[src/rtl/seg_scan_ctrl_if.sv]
// Display-scan interface: value producer side (en/load/value) and encoder/driver side
// (data/digit_sel/blank/frame_done). master = producer/testbench, slave = seg_scan_ctrl.
interface seg_scan_ctrl_if #(
    parameter int unsigned DIGITS = 4
);
    logic                  en;
    logic                  load;
    logic [4*DIGITS-1:0]   value;
    logic [3:0]            data;
    logic [DIGITS-1:0]     digit_sel;
    logic                  blank;
    logic                  frame_done;

    modport master (
        output en, load, value,
        input  data, digit_sel, blank, frame_done
    );

    modport slave (
        input  en, load, value,
        output data, digit_sel, blank, frame_done
    );
endinterface

[src/rtl/seg_scan_ctrl.sv]
// Multiplexed 7-segment scan controller: steps one shared BCD encoder across DIGITS
// positions with optional blanking gaps, and double-buffers the displayed value so that
// updates land only on frame boundaries.
// Optional feature macro: LEADING_ZERO_BLANK_EN (suppress leading zero digits).
module seg_scan_ctrl #(
    parameter int unsigned DIGITS = 4,
    parameter int unsigned DWELL  = 16,
    parameter int unsigned BLANK  = 2
) (
    input logic            clk,
    input logic            rst,
    seg_scan_ctrl_if.slave bus
);

    localparam int unsigned IdxW   = (DIGITS > 1) ? $clog2(DIGITS) : 1;
    localparam int unsigned CntMax = (DWELL > BLANK) ? DWELL : BLANK;
    localparam int unsigned CntW   = (CntMax > 1) ? $clog2(CntMax) : 1;
    localparam int unsigned VW     = 4 * DIGITS;

    localparam logic [IdxW-1:0] LastIdx  = IdxW'(DIGITS - 1);
    localparam logic [CntW-1:0] DwellEnd = CntW'(DWELL - 1);
    localparam logic [CntW-1:0] BlankEnd = CntW'((BLANK > 0) ? BLANK - 1 : 0);

    typedef enum logic [1:0] {StIdle, StShow, StBlank} state_e;

    // The frame ends on the last cycle of digit DIGITS-1's final phase.
    localparam state_e          FinalSt  = (BLANK > 0) ? StBlank : StShow;
    localparam logic [CntW-1:0] FinalCnt = (BLANK > 0) ? BlankEnd : DwellEnd;

    state_e            state_q, state_d;
    logic [IdxW-1:0]   idx_q, idx_d;
    logic [CntW-1:0]   cnt_q, cnt_d;
    logic              phase_end;

    logic [VW-1:0]     shadow_q, shadow_d;
    logic [VW-1:0]     active_q, active_d;
    logic              pending_q, pending_d;
    logic              commit;

    logic [3:0]        data_q, data_d;
    logic [DIGITS-1:0] sel_q, sel_d;
    logic              blank_q, blank_d;
    logic              fd_q, fd_d;
    logic [3:0]        nib;
`ifdef LEADING_ZERO_BLANK_EN
    logic              upper_nz;
`endif

    // Scan sequencer: dwell/blank counting and digit stepping; en low forces idle.
    always_comb begin
        state_d   = state_q;
        idx_d     = idx_q;
        cnt_d     = cnt_q;
        phase_end = 1'b0;
        unique case (state_q)
            StIdle: begin
                state_d = StShow;
                idx_d   = '0;
                cnt_d   = '0;
            end
            StShow: begin
                if (cnt_q == DwellEnd) begin
                    cnt_d = '0;
                    if (BLANK > 0) begin
                        state_d = StBlank;
                    end else begin
                        phase_end = 1'b1;
                    end
                end else begin
                    cnt_d = cnt_q + 1'b1;
                end
            end
            StBlank: begin
                if (cnt_q == BlankEnd) begin
                    cnt_d     = '0;
                    state_d   = StShow;
                    phase_end = 1'b1;
                end else begin
                    cnt_d = cnt_q + 1'b1;
                end
            end
            default: state_d = StIdle;
        endcase
        if (phase_end) begin
            idx_d = (idx_q == LastIdx) ? '0 : idx_q + 1'b1;
        end
        if (!bus.en) begin
            state_d = StIdle;
            idx_d   = '0;
            cnt_d   = '0;
        end
    end

    // Double buffer: loads go to shadow; shadow moves to active at a frame boundary or
    // when leaving idle, so the next SHOW(0) already uses the committed value.
    always_comb begin
        commit    = bus.en && pending_q && ((state_q == StIdle) || fd_q);
        active_d  = commit ? shadow_q : active_q;
        shadow_d  = bus.load ? bus.value : shadow_q;
        pending_d = bus.load ? 1'b1 : (commit ? 1'b0 : pending_q);
    end

    // Registered outputs are computed from the next state so they align with it.
    always_comb begin
        nib     = 4'hF;
        sel_d   = '0;
        data_d  = 4'hF;
        blank_d = 1'b1;
        for (int i = 0; i < DIGITS; i++) begin
            if (idx_d == IdxW'(i)) begin
                nib = active_d[4*i +: 4];
            end
        end
`ifdef LEADING_ZERO_BLANK_EN
        // Suppress when this nibble and all higher ones are zero; digit 0 always shows.
        upper_nz = 1'b0;
        for (int i = 0; i < DIGITS; i++) begin
            if (IdxW'(i) >= idx_d && active_d[4*i +: 4] != 4'h0) begin
                upper_nz = 1'b1;
            end
        end
        if (idx_d != '0 && !upper_nz) begin
            nib = 4'hF;
        end
`endif
        if (state_d == StShow) begin
            sel_d   = DIGITS'(1) << idx_d;
            data_d  = nib;
            blank_d = 1'b0;
        end
        fd_d = (state_d == FinalSt) && (idx_d == LastIdx) && (cnt_d == FinalCnt);
    end

    // State, buffers and output registers with synchronous reset.
    always_ff @(posedge clk) begin
        if (rst) begin
            state_q   <= StIdle;
            idx_q     <= '0;
            cnt_q     <= '0;
            shadow_q  <= '0;
            active_q  <= '0;
            pending_q <= 1'b0;
            data_q    <= 4'hF;
            sel_q     <= '0;
            blank_q   <= 1'b1;
            fd_q      <= 1'b0;
        end else begin
            state_q   <= state_d;
            idx_q     <= idx_d;
            cnt_q     <= cnt_d;
            shadow_q  <= shadow_d;
            active_q  <= active_d;
            pending_q <= pending_d;
            data_q    <= data_d;
            sel_q     <= sel_d;
            blank_q   <= blank_d;
            fd_q      <= fd_d;
        end
    end

    assign bus.data       = data_q;
    assign bus.digit_sel  = sel_q;
    assign bus.blank      = blank_q;
    assign bus.frame_done = fd_q;

endmodule

[src/flat_wrapper.sv]
// flat-port wrapper written by rule: the top's interface ports become plain ports
module seg_scan_ctrl_flat 
#(
    parameter int unsigned DIGITS = 4,
    parameter int unsigned DWELL  = 16,
    parameter int unsigned BLANK  = 2
)
  (clk, rst, bus_en, bus_load, bus_value, bus_data, bus_digit_sel, bus_blank, bus_frame_done);
  seg_scan_ctrl_if #(.DIGITS(DIGITS)) bus_i ();
  input logic clk;
  input logic rst;
  input wire logic [$bits(bus_i.en)-1:0] bus_en;
  input wire logic [$bits(bus_i.load)-1:0] bus_load;
  input wire logic [$bits(bus_i.value)-1:0] bus_value;
  output wire logic [$bits(bus_i.data)-1:0] bus_data;
  output wire logic [$bits(bus_i.digit_sel)-1:0] bus_digit_sel;
  output wire logic [$bits(bus_i.blank)-1:0] bus_blank;
  output wire logic [$bits(bus_i.frame_done)-1:0] bus_frame_done;
  assign bus_i.en = bus_en;
  assign bus_i.load = bus_load;
  assign bus_i.value = bus_value;
  assign bus_data = bus_i.data;
  assign bus_digit_sel = bus_i.digit_sel;
  assign bus_blank = bus_i.blank;
  assign bus_frame_done = bus_i.frame_done;
  seg_scan_ctrl #(.DIGITS(DIGITS), .DWELL(DWELL), .BLANK(BLANK)) u_core (.clk(clk), .rst(rst), .bus(bus_i));
endmodule
[config.mk]
export PLATFORM = sky130hd
export DESIGN_NAME = seg_scan_ctrl_flat
export DESIGN_NICKNAME = d
export VERILOG_FILES = /design/src/rtl/seg_scan_ctrl_if.sv /design/src/rtl/seg_scan_ctrl.sv /design/src/flat_wrapper.sv
export SDC_FILE = /design/constraint.sdc
export NUM_CORES = 1
export LEC_CHECK = 0
export ABC_AREA = 1
export CORE_UTILIZATION = 60
export CTS_BUF_LIST = sky130_fd_sc_hd__clkbuf_4 sky130_fd_sc_hd__clkbuf_8
export DETAILED_ROUTE_END_ITERATION = 16
export GPL_TIMING_DRIVEN = 1
export PLACE_DENSITY = 0.84
export RECOVER_POWER = 25
export SETUP_SLACK_MARGIN = 0.2
export SYNTH_ARGS = -nofsm -noshare
export SYNTH_HDL_FRONTEND = slang
export SYNTH_SLANG_ARGS = --single-unit
[constraint.sdc]
create_clock -name clk -period 4.3 [get_ports clk]
set_input_delay 0.43 -clock clk [delete_from_list [all_inputs] [get_ports clk]]
set_output_delay 0.43 -clock clk [all_outputs]
set_load 0.02 [all_outputs]
==> results.cfg, run 1 <==
[worst_setup_path]
worst_r2r_path_depth = 8
critPathCaptureType = flop
cp_max_fo = 15
worstPathArrival_ns = 2.28
rr_startpoint = u_core.cnt_q[0]
r2r-end = u_core.bus.data[1]
rrSetupSlack_ns = 2.29
startpoint_type = input port
cp.required_ns = 4.57
crit_type = in -> reg

[grt]
grt_pass1_vias = 1638
antenna_found_initial = 0
gr-total-overflow = 0
grt_max_degree = 34
grt.total_usage_pct = 23.6
grt_pass1_wl_mm = 6.70

[clocking]
post-cts-setup-buffers = 0
path_clk_slew_ns = 0.14
cts_buffer_depth = 2
ctsRootBufferMaster = clkbuf_4
insertion_delay_ns = 0.36
cts_resized = 0
clock_sinks = 51
cts_tree = built
cts_htree_levels = 2
ctsHoldBuffers = 0
cts_buffers = 5

[place]
portBuffers = 29
post-place-ws_ns = 1.95
hpwl_mm = 2.90
globalplace.congestion = 0.825

[synth]
seq_area_frac_synth_pct = 47.2
synth_area_per_cell_um2 = 7.37
syn_area_um2 = 2160
syn_nets = 316
synth_cell_types = 27
yosysWarnings = 0
syn_inst = 293
yosys_register_bits = 51

[route]
vias_per_cell = 5.03
drc_errors = 0
wirelength_mm = 4.03
vias = 1835
first_iter_violations = 105
ant_nets = 0
post_drt_wl_per_cell_um = 11.0
first_pass_iters = 4

[floorplan]
die_h_um = 62.0
ios = 30
dieArea_um2 = 3850
core_area_um2 = 3390
start_util_pct = 63.8
rows = 21
dieWidth_um = 62.0

[sta]
timing.slew.headroom_pct = 50.8
drv_slew = 0
setup_viol = 0
max_clock_freq_mhz = 497
final_hold_viol_count = 0
fin_tns_setup_ns = 0
skew_ns = 0.0126
rsz0062_at_grt = false
tightest_slew_ns = 0.736
setup_slack_ns = 2.29
min_period_over_period_pct = 46.8
period_needed_ns = 2.01

[hold_path]
hold_path_depth = 2
min_path_type = reg -> reg
min_from = u_core.shadow_q[4]
min_to = u_core.shadow_q[4]

[pwr]
leakagePower_nw = 1.09
ir_drop_mv = 0.276
power_density_nw_per_um2 = 326

[cells_and_area]
area_growth_pct = 14.6
filler_cell_count = 267
drive_above_1_share_pct = 7.52
antenna_cells = 0
nets = 341

[status]
status = complete, no violations

[run]
maxCapViolCount = 0
## power breakdown
| group | switching (mW) | internal (mW) | total [mW] |
|---|---|---|---|
| clock | 0.143 | 0.0696 | 0.212 |
| sequential | 0.00844 | 0.494 | 0.502 |
| combinational | 0.0516 | 0.0403 | 0.0919 |
| total | 0.203 | 0.604 | 0.806 |
## worst max-delay path by stage
stage	from	endpoint	slack (ns)	cells after the start
6_report	bus_en	u_core.bus.data[1]	2.29	6
5_1_grt	u_core.cnt_q[1]	u_core.bus.data[1]	2.07	10
4_1_cts	bus_en	u_core.bus.data[3]	2.32	7
3_5_place_dp	bus_en	u_core.bus.data[3]	1.95	7
3_3_place_gp	bus_en	u_core.bus.data[3]	1.98	7
2_1_floorplan	u_core.cnt_q[0]	u_core.bus.data[0]	2.93	9
## sequential cells by signal, summed over array words and instances (netlist names)
| signal | count |
|---|---|
| u_core.bus.digit_sel | 4 |
| u_core.bus.data | 4 |
| u_core.bus.blank | 1 |
| u_core.idx_q | 2 |
| u_core.bus.frame_done | 1 |
| u_core.shadow_q | 16 |
| u_core.cnt_q | 4 |
| u_core.state_q | 2 |
| u_core.pending_q | 1 |
| u_core.active_q | 16 |
## synth_stat cells, drive strengths merged
cell,count,area [um2]
nand4,3,18.8
nor3b,1,7.51
a21oi,17,85.1
dfxtp,51,1020
clkbuf,7,26.3
o21ai,17,88.8
ha,3,37.5
nand3,13,87.6
a211oi,4,30.0
o21bai,1,18.8
buf,5,38.8
or2,1,6.26
nand2,79,312
o21a,1,7.51
nor2,50,215
inv,35,131
nor3,4,20.0
xor2,1,8.76
## cell type report
class / instances / area [um2] / share of cell area (%)
clock buffer: 6 / 45.0 / 1.82
sequential: 51 / 1020 / 41.2
inverter: 35 / 131 / 5.31
multi-input combinational: 195 / 911 / 36.8
clock inverter: 2 / 12.5 / 0.505
timing repair buffer: 30 / 298 / 12.0
tap: 46 / 57.6 / 2.32
## through the flow
step                      hold slack [ns]  total power [mW]  cell area, um2  instances  util, %
after detailed placement            0.449             0.606            2450        357     72.3
after floorplan                     0.430             0.570            2160        293        -
after CTS                           0.469             0.813            2510        365     74.0
after global placement              0.449             0.603            2450        357     72.3
after global routing                0.479             0.840            2480        365     73.1
final                               0.470             0.806            2480        365     73.1
## routing by layer
| layer | GRT usage (%) | wire (um) |
|---|---|---|
| met5 | 0 | 0 |
| met2 | 41.6 | 1950 |
| met1 | 29.0 | 1900 |
| met3 | 3.73 | 121 |
| met4 | 8.57 | 59 |
## layout by cell type (no fill, tap or decap)
master           instances
a211oi_1                 4
a21oi_1                 17
buf_4                    1
clkbuf_4                 6
clkdlybuf4s50_1         27
clkinv_2                 1
clkinvlp_4               1
dfxtp_1                 51
dlygate4sd3_1            2
ha_1                     3
inv_1                   33
inv_2                    2
nand2_1                 73
nand2_2                  6
nand3_1                 12
nand3_2                  1
nand4_1                  3
nor2_1                  47
nor2_2                   2
nor2_4                   1
nor3_1                   4
nor3b_1                  1
o21a_1                   1
o21ai_0                 16
o21ai_2                  1
o21bai_4                 1
or2_2                    1
xor2_1                   1
## worst max-delay path: stages
cell and delay (ns):
clkdlybuf4s50_1 0.71, nand3_1 0.51, nor2_1 0.25, nand2_1 0.17, nor2_1 0.15, a21oi_1 0.05
## kinds of logic after synthesis
group           synth area share (%)
simple gates                    30.9
flops                           47.2
buf+inv                         9.09
compound gates                  10.7
fa+ha+maj                       1.74
xor+xnor                       0.405
Note: power is estimated with default switching activity, not from simulation.
==> run 2: changes to the inputs <==
CORE_UTILIZATION = 51   (was 60)
PLACE_DENSITY = 0.76   (was 0.84)
clock period = 1.7 ns   (was 4.3 ns; I/O delays follow)
==> results.cfg, run 2 (same netlist as run 1, synthesis figures left out) <==
[route]
vias_per_cell = 5.14
wirelength_mm = 5.33
ant_nets = 0
vias = 2006
post_drt_wl_per_cell_um = 13.7
drc_errors = 0
first_iter_violations = 102
first_pass_iters = 4

[pwr]
p_int_mw = 1.86
combPwrFrac_pct = 11.8
pwr-share-clk_pct = 36.3
power_density_nw_per_um2 = 820
leakagePower_nw = 1.30
switching_share_pct = 23.9
power.switching_mw = 0.585
pwr-share-seq_pct = 51.8
ir_drop_mv = 0.808

[sta]
skew_ns = 0.0152
drv_slew = 0
fin_tns_setup_ns = 0
timing.slew.headroom_pct = 47.4
period_needed_ns = 1.58
setup_viol = 0
rsz0062_at_grt = true
final_hold_viol_count = 0
max_clock_freq_mhz = 635
min_period_over_period_pct = 92.7
tightest_slew_ns = 0.789

[cells_and_area]
final_cell_mix = 66 x nand2_1, 47 x dfxtp_1, 33 x nor2_1
antenna_cells = 0
filler_cell_count = 302
multiInputGateArea_um2 = 1130
utilization_pct = 74.0
final_cell_area_um2 = 2980
area_growth_pct = 38.0
instances_no_fill = 390
drive_above_1_share_pct = 24.4
layout_commonest_cell = nand2_1
nets = 362
reg_top3 = u_core.active_q (16), u_core.shadow_q (16)
final-seq-area_um2 = 1030

[run]
maxCapViolCount = 0

[floorplan]
ios = 30
die_h_um = 67.1
start_util_pct = 53.6
core_area_um2 = 4030
rows = 23
dieWidth_um = 67.1
dieArea_um2 = 4500

[grt]
grt_pass1_vias = 1752
grt_max_degree = 39
antenna_found_initial = 0
grt.total_usage_pct = 24.1
gr-total-overflow = 0
grt_pass1_wl_mm = 7.94

[worst_setup_path]
critPathCaptureType = flop
cp_max_fo = 6
crit_type = reg -> reg
cp.required_ns = 1.94
worstPathArrival_ns = 1.82
rrSetupSlack_ns = 0.12
startpoint_type = flop

[clocking]
cts_htree_levels = 2
ctsRootBufferMaster = clkbuf_8
cts_tree = built
insertion_delay_ns = 0.31
cts_buffers = 5
path_clk_slew_ns = 0.10
cts_buffer_depth = 2
clock_sinks = 51

[status]
status = complete, no violations

[place]
dp.cells = 370
portBuffers = 29
hpwl_mm = 2.92
globalplace.congestion = 0.828
place_area_um2 = 2520

[hold_path]
min_path_type = in -> reg
## run 2: cell types whose count changed in the layout (fill, tap and decap cells not counted), moves of 5 or more
| cell | before | now |
|---|---|---|
| buf_4 | 1 | 14 |
| clkbuf_4 | 6 | 0 |
| clkbuf_8 | 0 | 6 |
| nand2_1 | 73 | 66 |
| nand2_4 | 0 | 6 |
| nand3_1 | 12 | 7 |
| nor2_1 | 47 | 33 |
| nor2_4 | 1 | 11 |
## run 2: critical path, stage by stage, from the launching register on
cell	delay [ns]
dfxtp_2	0.35
buf_6	0.12
nor2_4	0.15
nand3_4	0.14
nand2_4	0.10
nand3_4	0.12
buf_12	0.16
buf_16	0.13
nand3_2	0.06
nand2_1	0.06
a21oi_1	0.13
## run 2: path summary, 6_finish.rpt
kind,start,to,cells past startpoint
min reg2reg,u_core.shadow_q[6],u_core.shadow_q[6],2
max reg2reg,u_core.state_q[0],u_core.bus.data[3],10
min,bus_value[12],u_core.shadow_q[12],3
max,u_core.state_q[0],u_core.bus.data[3],10
## run 2: timing repair
item	in CTS	in global routing
hold buffers	0	0
pin swaps	15	18
gates resized for setup	30	31
setup endpoints to repair	14	9
gates cloned	2	0
setup buffers	9	1
## run 2: stage by stage
stage               hold WS [ns]  total power [mW]  setup WS, ns
detailed placement         0.454              1.55       -0.0516
floorplan                  0.249              1.44         0.327
global placement           0.452              1.55      -0.00987
global route               0.417              2.54        0.0362
CTS                        0.406              2.43         0.182
finish                     0.406              2.44         0.124
## run 2: power groups by stage
| stage | combinational [mW] | sequential, mW | clock, mW |
|---|---|---|---|
| 2_1_floorplan | 0.139 | 1.30 | 0 |
| 3_3_place_gp | 0.250 | 1.29 | 0 |
| 3_5_place_dp | 0.255 | 1.30 | 0 |
| 4_1_cts | 0.272 | 1.27 | 0.895 |
| 5_1_grt | 0.319 | 1.27 | 0.950 |
| 6_report | 0.290 | 1.27 | 0.889 |
## run 2: per-layer routing
layer	track usage, %	up-vias	part of all wire, %
met1	29.9	937	44
met5	0	-	0
met4	8.51	0	1.8
li1	-	1006	-
met3	6.85	8	4.4
met2	39.1	55	50
## run 2: area by class of cell
class	instances	share of cell area (%)
multi-input combinational	196	37.9
sequential	51	34.6
timing repair buffer	50	16.8
inverter	35	4.49
clock buffer	6	2.77
tap	50	2.10
clock inverter	2	1.30
==> run 3: changes to the inputs <==
CORE_UTILIZATION = 59   (was 51)
DONT_BUFFER_PORTS = 1   (was not set)
==> results.cfg, run 3 (same netlist as run 1, synthesis figures left out) <==
[status]
status = finished with violations
violations = hold timing

[worst_setup_path]
critPathCaptureType = flop
cp_max_fo = 8
cpPeakStageDelay_ns = 0.39
crit_chain = inv_2 -> ha_4 -> nand2_4 -> nor2_1 -> nand2_1 -> nand3_4 -> buf_4 -> nand3_1 -> nand2_1 -> a21oi_1
startpoint_type = flop
cp.required_ns = 1.99
cpMaxStageDelayCell = dfxtp_4
critPathTopFamily = simple AND/OR/NAND/NOR gates
crit_top_cell = nand2_1
crit_buf_inv = 2
crit_type = reg -> reg
worstPathArrival_ns = 1.86

[cells_and_area]
final_cell_mix = 66 x nand2_1, 46 x dfxtp_1, 40 x nor2_1
reg_top3 = u_core.active_q (16), u_core.shadow_q (16)
instances_no_fill = 362
drive_above_1_share_pct = 19.0
nets = 339
antenna_cells = 0
area_growth_pct = 22.6
layout_commonest_cell = nand2_1

[place]
portBuffers = 0
hpwl_mm = 2.67
globalplace.congestion = 0.798
dp.cells = 329

[floorplan]
dieWidth_um = 62.5
core_area_um2 = 3420
dieArea_um2 = 3910
ios = 30
rows = 21
start_util_pct = 63.3
die_h_um = 62.5

[hold_path]
min_path_type = in -> reg

[sta]
skew_ns = 0.00738
max_clock_freq_mhz = 637
fin_tns_setup_ns = 0
rsz0062_at_grt = true
holdWs_ns = -0.0892
period_needed_ns = 1.57
tightest_slew_ns = 0.605
drv_slew = 0
setup_viol = 0
min_period_over_period_pct = 92.3
timing.slew.headroom_pct = 59.6
final_hold_viol_count = 7

[clocking]
path_clk_slew_ns = 0.14
cts_buffer_depth = 2
clock_sinks = 51
ctsRootBufferMaster = clkbuf_4
ctsHoldBuffers = 18
cts_htree_levels = 2
cts_tree = built
insertion_delay_ns = 0.38
cts_buffers = 5

[pwr]
leakagePower_nw = 1.14
ir_drop_mv = 0.575
power_density_nw_per_um2 = 823

[route]
post_drt_wl_per_cell_um = 13.1
first_iter_violations = 179
wirelength_mm = 4.73
drc_errors = 0
vias = 1825
ant_nets = 0
first_pass_iters = 4
vias_per_cell = 5.04

[grt]
grt.total_usage_pct = 25.1
antenna_found_initial = 0
grt_pass1_vias = 1636
grt_pass1_wl_mm = 7.58
gr-total-overflow = 0
grt_max_degree = 42

[run]
maxCapViolCount = 0
==> run 3: changes by cell type in the layout (fill, tap and decap cells not counted), sizes merged <==
cell / delta
o21bai: -1
clkbuf: -2
clkdlybuf4s50: -27
dlygate4sd2: -1
dlygate4sd3: +16
clkinvlp: +1
inv: -1
buf: -9
==> run 3: worst paths after layout <==
kind | startpoint | endpoint | slack [ns] | cells after the start
max | u_core.cnt_q[1] | u_core.bus.data[3] | 0.13 | 10
min reg2reg | u_core.shadow_q[9] | u_core.shadow_q[9] | 0.47 | 2
max reg2reg | u_core.cnt_q[1] | u_core.bus.data[3] | 0.13 | 10
min | bus_en | u_core.state_q[1] | -0.09 | 2
==> run 3: report_power, final <==
group          switching [mW]  internal, mW
combinational           0.119        0.0921
clock                   0.386         0.302
sequential             0.0348          1.25
total                   0.540          1.64
==> run 3: what timing repair did <==
item	in CTS	in global routing
endpoints found under the setup margin	9	9
pin swaps	11	7
resized for setup	21	18
hold endpoints to repair	43	7
setup buffers	7	1
==> run 3: area by class of cell <==
type	instances	area (um2)
Clock buffer	5	37.5
Clock inverter	2	37.5
Fill cell	256	767
Inverter	35	134
Multi-Input combinational cell	195	1050
Sequential cell	51	1030
Tap cell	46	57.6
Timing Repair Buffer	28	294
==> run 3: through the flow <==
stage          utilization (%)  setup WS (ns)  instance area [um2]  total power [mW]
6_report                  77.5          0.130                 2650              2.18
5_1_grt                   77.5         0.0899                 2650              2.27
3_3_place_gp              63.8          0.132                 2180              1.45
3_5_place_dp              63.8         0.0875                 2180              1.45
2_1_floorplan                -          0.327                 2160              1.44
4_1_cts                   75.5          0.205                 2580              2.19
==> run 3: routing by layer <==
metal	share of wire, %	routed length [um]	global-route usage [%]	vias to the layer above
met2	49	2320	41.2	35
li1	-	-	-	961
met4	2.0	95	11.9	0
met5	0	0	0	-
met1	46	2160	30.2	821
met3	3.2	150	7.30	8
